### src/rtl/dmem_bus_if.sv
// Bundles the CPU-side and bus-side signals of the data-memory bridge.
// The master modport is the bridge's view; slave is the view of the CPU/memory environment.
interface dmem_bus_if #(
  parameter int ADDR_W = 32
);
  logic              cpu_req_valid;
  logic              cpu_we;
  logic [ADDR_W-1:0] cpu_addr;
  logic [31:0]       cpu_wdata;
  logic [1:0]        cpu_size;
  logic              cpu_unsigned;
  logic [31:0]       cpu_rdata;
  logic              cpu_stall;
  logic              cpu_fault;
  logic              bus_req;
  logic              bus_we;
  logic [ADDR_W-1:0] bus_addr;
  logic [31:0]       bus_wdata;
  logic [3:0]        bus_be;
  logic              bus_ack;
  logic [31:0]       bus_rdata;
  logic              bus_err;

  modport master (
    input  cpu_req_valid, cpu_we, cpu_addr, cpu_wdata, cpu_size, cpu_unsigned,
    input  bus_ack, bus_rdata, bus_err,
    output cpu_rdata, cpu_stall, cpu_fault,
    output bus_req, bus_we, bus_addr, bus_wdata, bus_be
  );

  modport slave (
    output cpu_req_valid, cpu_we, cpu_addr, cpu_wdata, cpu_size, cpu_unsigned,
    output bus_ack, bus_rdata, bus_err,
    input  cpu_rdata, cpu_stall, cpu_fault,
    input  bus_req, bus_we, bus_addr, bus_wdata, bus_be
  );
endinterface

### src/rtl/dmem_bus_bridge.sv
// Mem-stage to word bus bridge: alignment check, lane steering, load extension,
// and bounded wait for the bus acknowledge.
module dmem_bus_bridge #(
  parameter int TIMEOUT = 255,
  parameter int ADDR_W  = 32
) (
  input  logic       clk,
  input  logic       reset,
  dmem_bus_if.master io_mem
);

  localparam logic [1:0] S_IDLE = 2'b00;
  localparam logic [1:0] S_REQ  = 2'b01;
  localparam logic [1:0] S_RESP = 2'b10;

  localparam int              CNT_W = (TIMEOUT > 1) ? $clog2(TIMEOUT) : 1;
  localparam logic [CNT_W-1:0] CNT_LAST = CNT_W'(TIMEOUT - 1);

  logic [1:0]        r_state;
  logic              r_we;
  logic [ADDR_W-1:0] r_addr;
  logic [1:0]        r_size;
  logic              r_unsigned;
  logic [31:0]       r_wdata;
  logic [31:0]       r_rdata;
  logic              r_fault;
  logic [CNT_W-1:0]  r_cnt;

  logic              w_mis;
  logic              w_accept;
  logic              w_in_req;
  logic              w_stall;
  logic              w_fault;
  logic [31:0]       w_rdata;

  function automatic logic f_misaligned(input logic [1:0] size, input logic [1:0] a);
    logic m;
    case (size)
      2'b00:   m = 1'b0;
      2'b01:   m = a[0];
      2'b10:   m = (a != 2'b00);
      default: m = 1'b1;
    endcase
    return m;
  endfunction

  function automatic logic [3:0] f_be(input logic [1:0] size, input logic [1:0] a);
    logic [3:0] be;
    case (size)
      2'b00:   be = 4'b0001 << a;
      2'b01:   be = 4'b0011 << a;
      2'b10:   be = 4'b1111;
      default: be = 4'b0000;
    endcase
    return be;
  endfunction

  function automatic logic [31:0] f_replicate(input logic [31:0] d, input logic [1:0] size);
    logic [31:0] r;
    case (size)
      2'b00:   r = {4{d[7:0]}};
      2'b01:   r = {2{d[15:0]}};
      default: r = d;
    endcase
    return r;
  endfunction

  function automatic logic [31:0] f_load_ext(input logic [31:0] w, input logic [1:0] size,
                                             input logic [1:0] a, input logic uns);
    logic [7:0]  b;
    logic [15:0] h;
    logic [31:0] r;
    b = w[{a, 3'b000} +: 8];
    h = a[1] ? w[31:16] : w[15:0];
    case (size)
      2'b00:   r = uns ? {24'h000000, b} : {{24{b[7]}}, b};
      2'b01:   r = uns ? {16'h0000, h} : {{16{h[15]}}, h};
      default: r = w;
    endcase
    return r;
  endfunction

  // CPU-facing responses: stall/fault react to the request in the same cycle.
  always_comb begin
    w_mis    = f_misaligned(io_mem.cpu_size, io_mem.cpu_addr[1:0]);
    w_accept = (r_state == S_IDLE) && io_mem.cpu_req_valid && !w_mis;
    w_in_req = (r_state == S_REQ);
    w_stall  = 1'b0;
    w_fault  = 1'b0;
    w_rdata  = 32'h0000_0000;
    case (r_state)
      S_IDLE: begin
        w_stall = io_mem.cpu_req_valid && !w_mis;
        w_fault = io_mem.cpu_req_valid && w_mis;
      end
      S_REQ: begin
        w_stall = 1'b1;
      end
      S_RESP: begin
        w_fault = r_fault;
        w_rdata = (!r_we && !r_fault) ? f_load_ext(r_rdata, r_size, r_addr[1:0], r_unsigned)
                                      : 32'h0000_0000;
      end
      default: begin
        w_stall = 1'b0;
      end
    endcase
  end

  assign io_mem.cpu_stall = w_stall;
  assign io_mem.cpu_fault = w_fault;
  assign io_mem.cpu_rdata = w_rdata;

  // Bus side is driven purely from latched state so it cannot glitch while waiting.
  assign io_mem.bus_req   = w_in_req;
  assign io_mem.bus_we    = w_in_req && r_we;
  assign io_mem.bus_be    = w_in_req ? f_be(r_size, r_addr[1:0]) : 4'b0000;
  assign io_mem.bus_addr  = {r_addr[ADDR_W-1:2], 2'b00};
  assign io_mem.bus_wdata = f_replicate(r_wdata, r_size);

  // State machine, request latches, wait counter and fault flag.
  always_ff @(posedge clk) begin
    if (!reset) begin
      r_state    <= S_IDLE;
      r_we       <= 1'b0;
      r_addr     <= '0;
      r_size     <= 2'b00;
      r_unsigned <= 1'b0;
      r_wdata    <= 32'h0000_0000;
      r_rdata    <= 32'h0000_0000;
      r_fault    <= 1'b0;
      r_cnt      <= '0;
    end else begin
      case (r_state)
        S_IDLE: begin
          if (w_accept) begin
            r_we       <= io_mem.cpu_we;
            r_addr     <= io_mem.cpu_addr;
            r_size     <= io_mem.cpu_size;
            r_unsigned <= io_mem.cpu_unsigned;
            r_wdata    <= io_mem.cpu_wdata;
            r_fault    <= 1'b0;
            r_cnt      <= '0;
            r_state    <= S_REQ;
          end
        end
        S_REQ: begin
          // Error wins over a simultaneous ack.
          if (io_mem.bus_err) begin
            r_fault <= 1'b1;
            r_state <= S_RESP;
          end else if (io_mem.bus_ack) begin
            r_rdata <= io_mem.bus_rdata;
            r_fault <= 1'b0;
            r_state <= S_RESP;
          end else if (r_cnt == CNT_LAST) begin
            r_fault <= 1'b1;
            r_state <= S_RESP;
          end else begin
            r_cnt <= r_cnt + CNT_W'(1);
          end
        end
        S_RESP: begin
          r_state <= S_IDLE;
        end
        default: begin
          r_state <= S_IDLE;
        end
      endcase
    end
  end

endmodule

### src/flat_wrapper.sv
// flat-port wrapper written by rule: the top's interface ports become plain ports
module dmem_bus_bridge_flat 
#(
  parameter int TIMEOUT = 255,
  parameter int ADDR_W  = 32
)
  (clk, reset, io_mem_cpu_req_valid, io_mem_cpu_we, io_mem_cpu_addr, io_mem_cpu_wdata, io_mem_cpu_size, io_mem_cpu_unsigned, io_mem_bus_ack, io_mem_bus_rdata, io_mem_bus_err, io_mem_cpu_rdata, io_mem_cpu_stall, io_mem_cpu_fault, io_mem_bus_req, io_mem_bus_we, io_mem_bus_addr, io_mem_bus_wdata, io_mem_bus_be);
  dmem_bus_if #(.ADDR_W(ADDR_W)) io_mem_i ();
  input  logic clk;
  input  logic reset;
  input wire logic [$bits(io_mem_i.cpu_req_valid)-1:0] io_mem_cpu_req_valid;
  input wire logic [$bits(io_mem_i.cpu_we)-1:0] io_mem_cpu_we;
  input wire logic [$bits(io_mem_i.cpu_addr)-1:0] io_mem_cpu_addr;
  input wire logic [$bits(io_mem_i.cpu_wdata)-1:0] io_mem_cpu_wdata;
  input wire logic [$bits(io_mem_i.cpu_size)-1:0] io_mem_cpu_size;
  input wire logic [$bits(io_mem_i.cpu_unsigned)-1:0] io_mem_cpu_unsigned;
  input wire logic [$bits(io_mem_i.bus_ack)-1:0] io_mem_bus_ack;
  input wire logic [$bits(io_mem_i.bus_rdata)-1:0] io_mem_bus_rdata;
  input wire logic [$bits(io_mem_i.bus_err)-1:0] io_mem_bus_err;
  output wire logic [$bits(io_mem_i.cpu_rdata)-1:0] io_mem_cpu_rdata;
  output wire logic [$bits(io_mem_i.cpu_stall)-1:0] io_mem_cpu_stall;
  output wire logic [$bits(io_mem_i.cpu_fault)-1:0] io_mem_cpu_fault;
  output wire logic [$bits(io_mem_i.bus_req)-1:0] io_mem_bus_req;
  output wire logic [$bits(io_mem_i.bus_we)-1:0] io_mem_bus_we;
  output wire logic [$bits(io_mem_i.bus_addr)-1:0] io_mem_bus_addr;
  output wire logic [$bits(io_mem_i.bus_wdata)-1:0] io_mem_bus_wdata;
  output wire logic [$bits(io_mem_i.bus_be)-1:0] io_mem_bus_be;
  assign io_mem_i.cpu_req_valid = io_mem_cpu_req_valid;
  assign io_mem_i.cpu_we = io_mem_cpu_we;
  assign io_mem_i.cpu_addr = io_mem_cpu_addr;
  assign io_mem_i.cpu_wdata = io_mem_cpu_wdata;
  assign io_mem_i.cpu_size = io_mem_cpu_size;
  assign io_mem_i.cpu_unsigned = io_mem_cpu_unsigned;
  assign io_mem_i.bus_ack = io_mem_bus_ack;
  assign io_mem_i.bus_rdata = io_mem_bus_rdata;
  assign io_mem_i.bus_err = io_mem_bus_err;
  assign io_mem_cpu_rdata = io_mem_i.cpu_rdata;
  assign io_mem_cpu_stall = io_mem_i.cpu_stall;
  assign io_mem_cpu_fault = io_mem_i.cpu_fault;
  assign io_mem_bus_req = io_mem_i.bus_req;
  assign io_mem_bus_we = io_mem_i.bus_we;
  assign io_mem_bus_addr = io_mem_i.bus_addr;
  assign io_mem_bus_wdata = io_mem_i.bus_wdata;
  assign io_mem_bus_be = io_mem_i.bus_be;
  dmem_bus_bridge #(.TIMEOUT(TIMEOUT), .ADDR_W(ADDR_W)) u_core (.clk(clk), .reset(reset), .io_mem(io_mem_i));
endmodule
### config.mk
export PLATFORM = sky130hd
export DESIGN_NAME = dmem_bus_bridge_flat
export DESIGN_NICKNAME = d
export VERILOG_FILES = /design/src/rtl/dmem_bus_if.sv /design/src/rtl/dmem_bus_bridge.sv /design/src/flat_wrapper.sv
export SDC_FILE = /design/constraint.sdc
export NUM_CORES = 1
export LEC_CHECK = 0
export CORE_ASPECT_RATIO = 1.25
export CORE_MARGIN = 5
export CORE_UTILIZATION = 45
export CTS_CLUSTER_SIZE = 30
export DETAILED_ROUTE_END_ITERATION = 10
export HOLD_SLACK_MARGIN = 0.12
export PLACE_DENSITY_LB_ADDON = 0.25
export RECOVER_POWER = 100
export SYNTH_ARGS = -nofsm -noshare
export SYNTH_HDL_FRONTEND = slang
export SYNTH_SLANG_ARGS = --single-unit
### constraint.sdc
create_clock -name clk -period 4.8 [get_ports clk]
set_clock_uncertainty 0.05 [all_clocks]
set_input_delay 0.96 -clock clk [delete_from_list [all_inputs] [get_ports clk]]
set_output_delay 0.96 -clock clk [all_outputs]
set_load 0.02 [all_outputs]
After elaboration in Yosys (flattened, before gate mapping) --
Cells that the tools add are included.
Word-level totals: bits in registers 111
Operators by class: add/sub/neg operators 1, reductions and logical operators 19, mux-type cells 27, equal/unequal tests 12, bitwise logic cells 1, shift-type cells 3
Operators with widths (number):
- $mux W32 | 4
- $pmux W32 S2 | 2
- $mux W8 | 4
- $shiftx A32 B6 Y8 | 1
- $mux W16 | 1
- $pmux W8 S2 | 1
- $pmux W4 S3 | 1
- $add A8 B1 Y8 const B | 1
- $eq A8 B8 Y1 const B | 1
- $mux W2 | 4
- $eq A2 B1 Y1 const B | 3
- $eq A2 B2 Y1 const B | 3
- $logic_and A1 B1 Y1 | 6
- $logic_not A2 Y1 | 3
- $ne A2 B2 Y1 const B | 3
- $pmux W1 S2 | 3
- $reduce_and A3 Y1 | 2
- $reduce_and A5 Y1 | 1
- $mux W1 | 4
- $mux W4 | 1
- $ne A4 B4 Y1 const B | 1
- $pmux W2 S2 | 1
- $reduce_and A2 Y1 | 2
- $reduce_bool A2 Y1 | 2
- 6 further kinds | 8

Logic depth before layout (Yosys ltp) --
word-level depth 6, gate-level depth with buffers 7, depth with buffers taken out 6

Least setup slack after synthesis --
OpenSTA, ideal clock, no wires.
path kind input port to output port, start point in io_mem_cpu_size[0], end point out io_mem_cpu_stall, slack 2.011 ns, cell stages on the path 4, arrival time 1.779 ns, path through a21oi_1 > o21ai_2 > clkbuf_1 > nand2_1
Between the ends: word-level cells in the longest chain between the ends 5
Ends and longest elaborated chain:
- start, declared | line flat_wrapper.sv:15 | input wire logic [$bits(io_mem_i.cpu_size)-1:0] io_mem_cpu_size;
- $eq A2 B2 Y1, or another cell as far along | line dmem_bus_bridge.sv:38 | case (size)
- $pmux W1 S3 * | line dmem_bus_bridge.sv:38
- $logic_not A1 Y1 * | line dmem_bus_bridge.sv:93 | w_stall = io_mem.cpu_req_valid && !w_mis;
- $logic_and A1 B1 Y1 * | line dmem_bus_bridge.sv:93
- $pmux W1 S2 * | line dmem_bus_bridge.sv:91 | case (r_state)
- end, declared | line flat_wrapper.sv:21 | output wire logic [$bits(io_mem_i.cpu_stall)-1:0] io_mem_cpu_stall;
Mark *: on every way between the ends. The rest lies on a longest branch, timed or not.

Worst setup path after layout --
start point reg u_core.r_size[0], end point out io_mem_cpu_rdata[15]
Between the ends: word-level cells in the longest chain between the ends 4
Ends and longest elaborated chain:
- start, declared | line dmem_bus_bridge.sv:22 | logic [1:0] r_size;
- start signal, assigned | line dmem_bus_bridge.sv:139 | r_size <= io_mem.cpu_size;
- $eq A2 B1 Y1 / $logic_not A2 Y1 (equally long branches) | line dmem_bus_bridge.sv:75 | case (size)
- $pmux W32 S2 * | line dmem_bus_bridge.sv:75
- $mux W32 * | line dmem_bus_bridge.sv:101 | w_rdata = (!r_we && !r_fault) ? f_load_ext(r_rdata, r_size, r_addr[1:0], r_unsigned)
- $mux W32 * | line dmem_bus_bridge.sv:91
- end, declared | line flat_wrapper.sv:20 | output wire logic [$bits(io_mem_i.cpu_rdata)-1:0] io_mem_cpu_rdata;
Marked as above.

==> summary.md <==
| Metric | Value |
|---|---|
| Worst relative slew slack | -0.661 |
| Footprint of the multi-input gates | slightly below 0.003 sq mm |
| Inserted Diodes | 0 |
| Most crowded layer after global routing | met2 |
| Critical path arrival | roughly 3.3 ns |
| FFs w/ async S/R, synth | 0 |
| Failing checks | max-capacitance violations, max-slew violations |
| Post-synth EDFFs | 0 |
| CP Launch Type | flop |
| M2 GR Usage | 0.366 |
| Post-route worst setup slack | between 0.5 and 0.6 ns |
| Met3 Usage GRT | 0.0637 |
| FF+latch area | about 0.0022 sq mm |
| Post-CTS setup buffers | 0 |
| Register area share after synthesis | 0.387 |
| WP buf/inv | 2 |
| Port Buffers | roughly 200 |
| Most common cell in the synthesized netlist | nand2_1 |
| DR vias/cell | just over 5 |
| Clock buffer depth | 2 |
| Power Dens Cells | ~260 mW/mm^2 |
| Avg Cell Area, Syn | around 8.0 sq um |
| Die width | around 110 microns |
| Vias in the first global route | 5258 |
| Crit-path slowest cell | dfxtp_1 |
| Crit-path max FO | 16 |
| Pin count of the biggest net entering global routing | a little over 90 |
| Leading post-synthesis cells by instance count | 212 x nand2_1, 111 x dfxtp_1, 95 x a21boi_0 |
| Root buffer cell | clkbuf_16 |
| Outcome | complete, but fails checks |
| Cell count after synthesis | slightly above 700 |
| Half-perimeter wire length after detailed placement | between 10000 and 15000 microns |
| Largest stage delay, worst path | between 0.8 and 0.9 ns |
| Worst hold path class | flop to flop |
| Rows | 46 |
| Nets@finish | roughly 950 |
| Period Utilization, post-route | 0.894 |
| Post-CTS Resized | 0 |
| Synth unique cells | 42 |
| Gr ovfl total | 0 |
| CTS sink count | about 110 |
| Placed Area | between 0.007 and 0.008 sq mm |
| Util after Layout | 0.619 |
| Synth top area share | 0.387 |
| Largest cells by area after synthesis | dfxtp_1 39%, nand2_1 14%, a21boi_0 12%, mux2_2 5.9%, buf_4 5.6% |
| Setup TNS Final | 0 ns |
| Fillers | 1101 |
| First-pass GRT wire length | around 26000 microns |
| Placed Cells incl. Taps | approximately 1000 |
| Routability cong. | between 0.9 and 1 |
| Top Family by Delay on Critical Path | compound AO/OA/AOI/OAI gates |
| Initial antenna violation count | 0 |
| DRT Pass-1 Iters | 6 |
| Worst path cell trace | inv_1 > o21ai_0 > a22oi_1 > a21oi_1 > dlygate4sd3_1 |
| VDD IR max | 0.157 mV |
| Clk slew on worst S/H paths | 0.07 ns |
| Netlist Area Pre-Place | about 0.0057 sq mm |
| Boundary pin count | between 200 and 250 |
| Starting Density | 0.455 |
| Critical Path RT | 3.79 ns |
| Static Leakage | a little under 3 nW |
| TritonCTS clock tree | done |
| DRC violations left | 0 |
| Max Cap Viol | 1 |
| RSZ-0062 raised after global routing | false |
| Most area-hungry cell type in the Yosys netlist | dfxtp_1 |
| Vias | ~5200 |
| H-tree depth | 3 |
| Synth Warn # | 0 |
| Die Span Y | around 140 microns |
| Share of cells above drive strength 1 | 0.0706 |
| DP Worst Slack | between 1 and 1.5 ns |
| Slew at the pin closest to its max-slew limit | 2.49 ns |
| Met1 Usage GRT | 0.233 |
| Fin Hold WS | 0.419 ns |
| Routed Antenna Nets | 0 |
| DIE AREA | roughly 0.015 sq mm |
| Peak Freq | approximately 230 MHz |
| Worst skew pair latency | ~0.34 ns |
| Ys flop type | dfxtp_1 |
| Setup violations, final | 0 |
| CTS buffer count | 9 |
| Core area | about 0.013 sq mm |
| Gr usage total | 0.209 |
| Layout area overhead | 35.9% |
| WL final | around 16000 microns |
| Final total power | 2.06 mW |
| Worst setup EP type | output port |
| Hold_buf cts | 0 |
| Hold Violations, Final | 0 |
| Tmin final | around 4.3 ns |
| FF+latch count, synth | 111 |
| Iter 0 DRT Violations | between 200 and 300 |
| Worst setup path class | flop to output port |
| Layout Cells excl Fill | around 1000 |
| Design area | between 0.007 and 0.008 sq mm |
| Final Max Slew Viols | 73 |
| WL/cell | approximately 16 microns |
[cells by family (layout without fill, tap and decap cells)]
logic type,count (synthesis),in the layout,share of synthesized area
adders and majority gates,2,2,0.00436
DFF,111,111,0.387
buffers and inverters,101,236,0.100
other,1,2,0.000653
AOI/OAI and AO/OA,158,158,0.199
muxes,46,46,0.0918
and+or+nand+nor,295,295,0.217
[cell usage in the layout, fill, tap and decap left out, drive strengths merged, types with 7 or more instances in the layout]
cell	instances
a21boi	102
a21oi	18
a222oi	7
a22oi	9
clkbuf	14
clkdlybuf4s50	111
dfxtp	111
dlygate4sd3	94
inv	8
mux2	30
mux2i	14
nand2	212
nand3	12
nand3b	8
nor2	31
nor3	17
o21ai	13
[per-layer routing]
metal | vias to the layer above | routed length (microns)
met2 | 197 | 8000
met1 | 2361 | 6550
met5 | - | 0
met3 | 39 | 1200
met4 | 0 | 607
li1 | 2628 | -
[power by group]
| part | internal (mW) | switching (mW) |
|---|---|---|
| logic | 0.177 | 0.169 |
| registers | 0.955 | 0.0312 |
| clock network | 0.385 | 0.344 |
[final timing paths]
kind | depth (start not counted) | to | slack [ns] | startpoint
worst max-delay path | 5 | io_mem_cpu_rdata[15] | 0.51 | u_core.r_size[0]
worst min-delay path | 2 | u_core.r_addr[25] | 0.42 | u_core.r_addr[25]
worst max register to register | 5 | u_core.r_rdata[2] | 2.59 | u_core.r_state[0]
worst min register to register | 2 | u_core.r_addr[25] | 0.42 | u_core.r_addr[25]
[worst min-delay path: stages, from the launching register on]
cell and delay (ns):
dfxtp_1 0.31, nand2_1 0.04, a21boi_0 0.07
[sequential cells by signal, summed over array words and instances, names as in the netlist]
name,flops
u_core.r_fault,1
u_core.r_we,1
u_core.r_wdata,32
u_core.r_size,2
u_core.r_rdata,32
u_core.r_unsigned,1
u_core.r_cnt,8
u_core.r_state,2
u_core.r_addr,32
[cell type report]
class,count,area share
Clock buffer,11,0.0324
Clock inverter,5,0.00529
Inverter,7,0.00337
Multi-Input combinational cell,503,0.378
Sequential cell,111,0.285
Tap cell,168,0.0269
Timing Repair Buffer,213,0.269
Power figures use the tool's default switching activity.
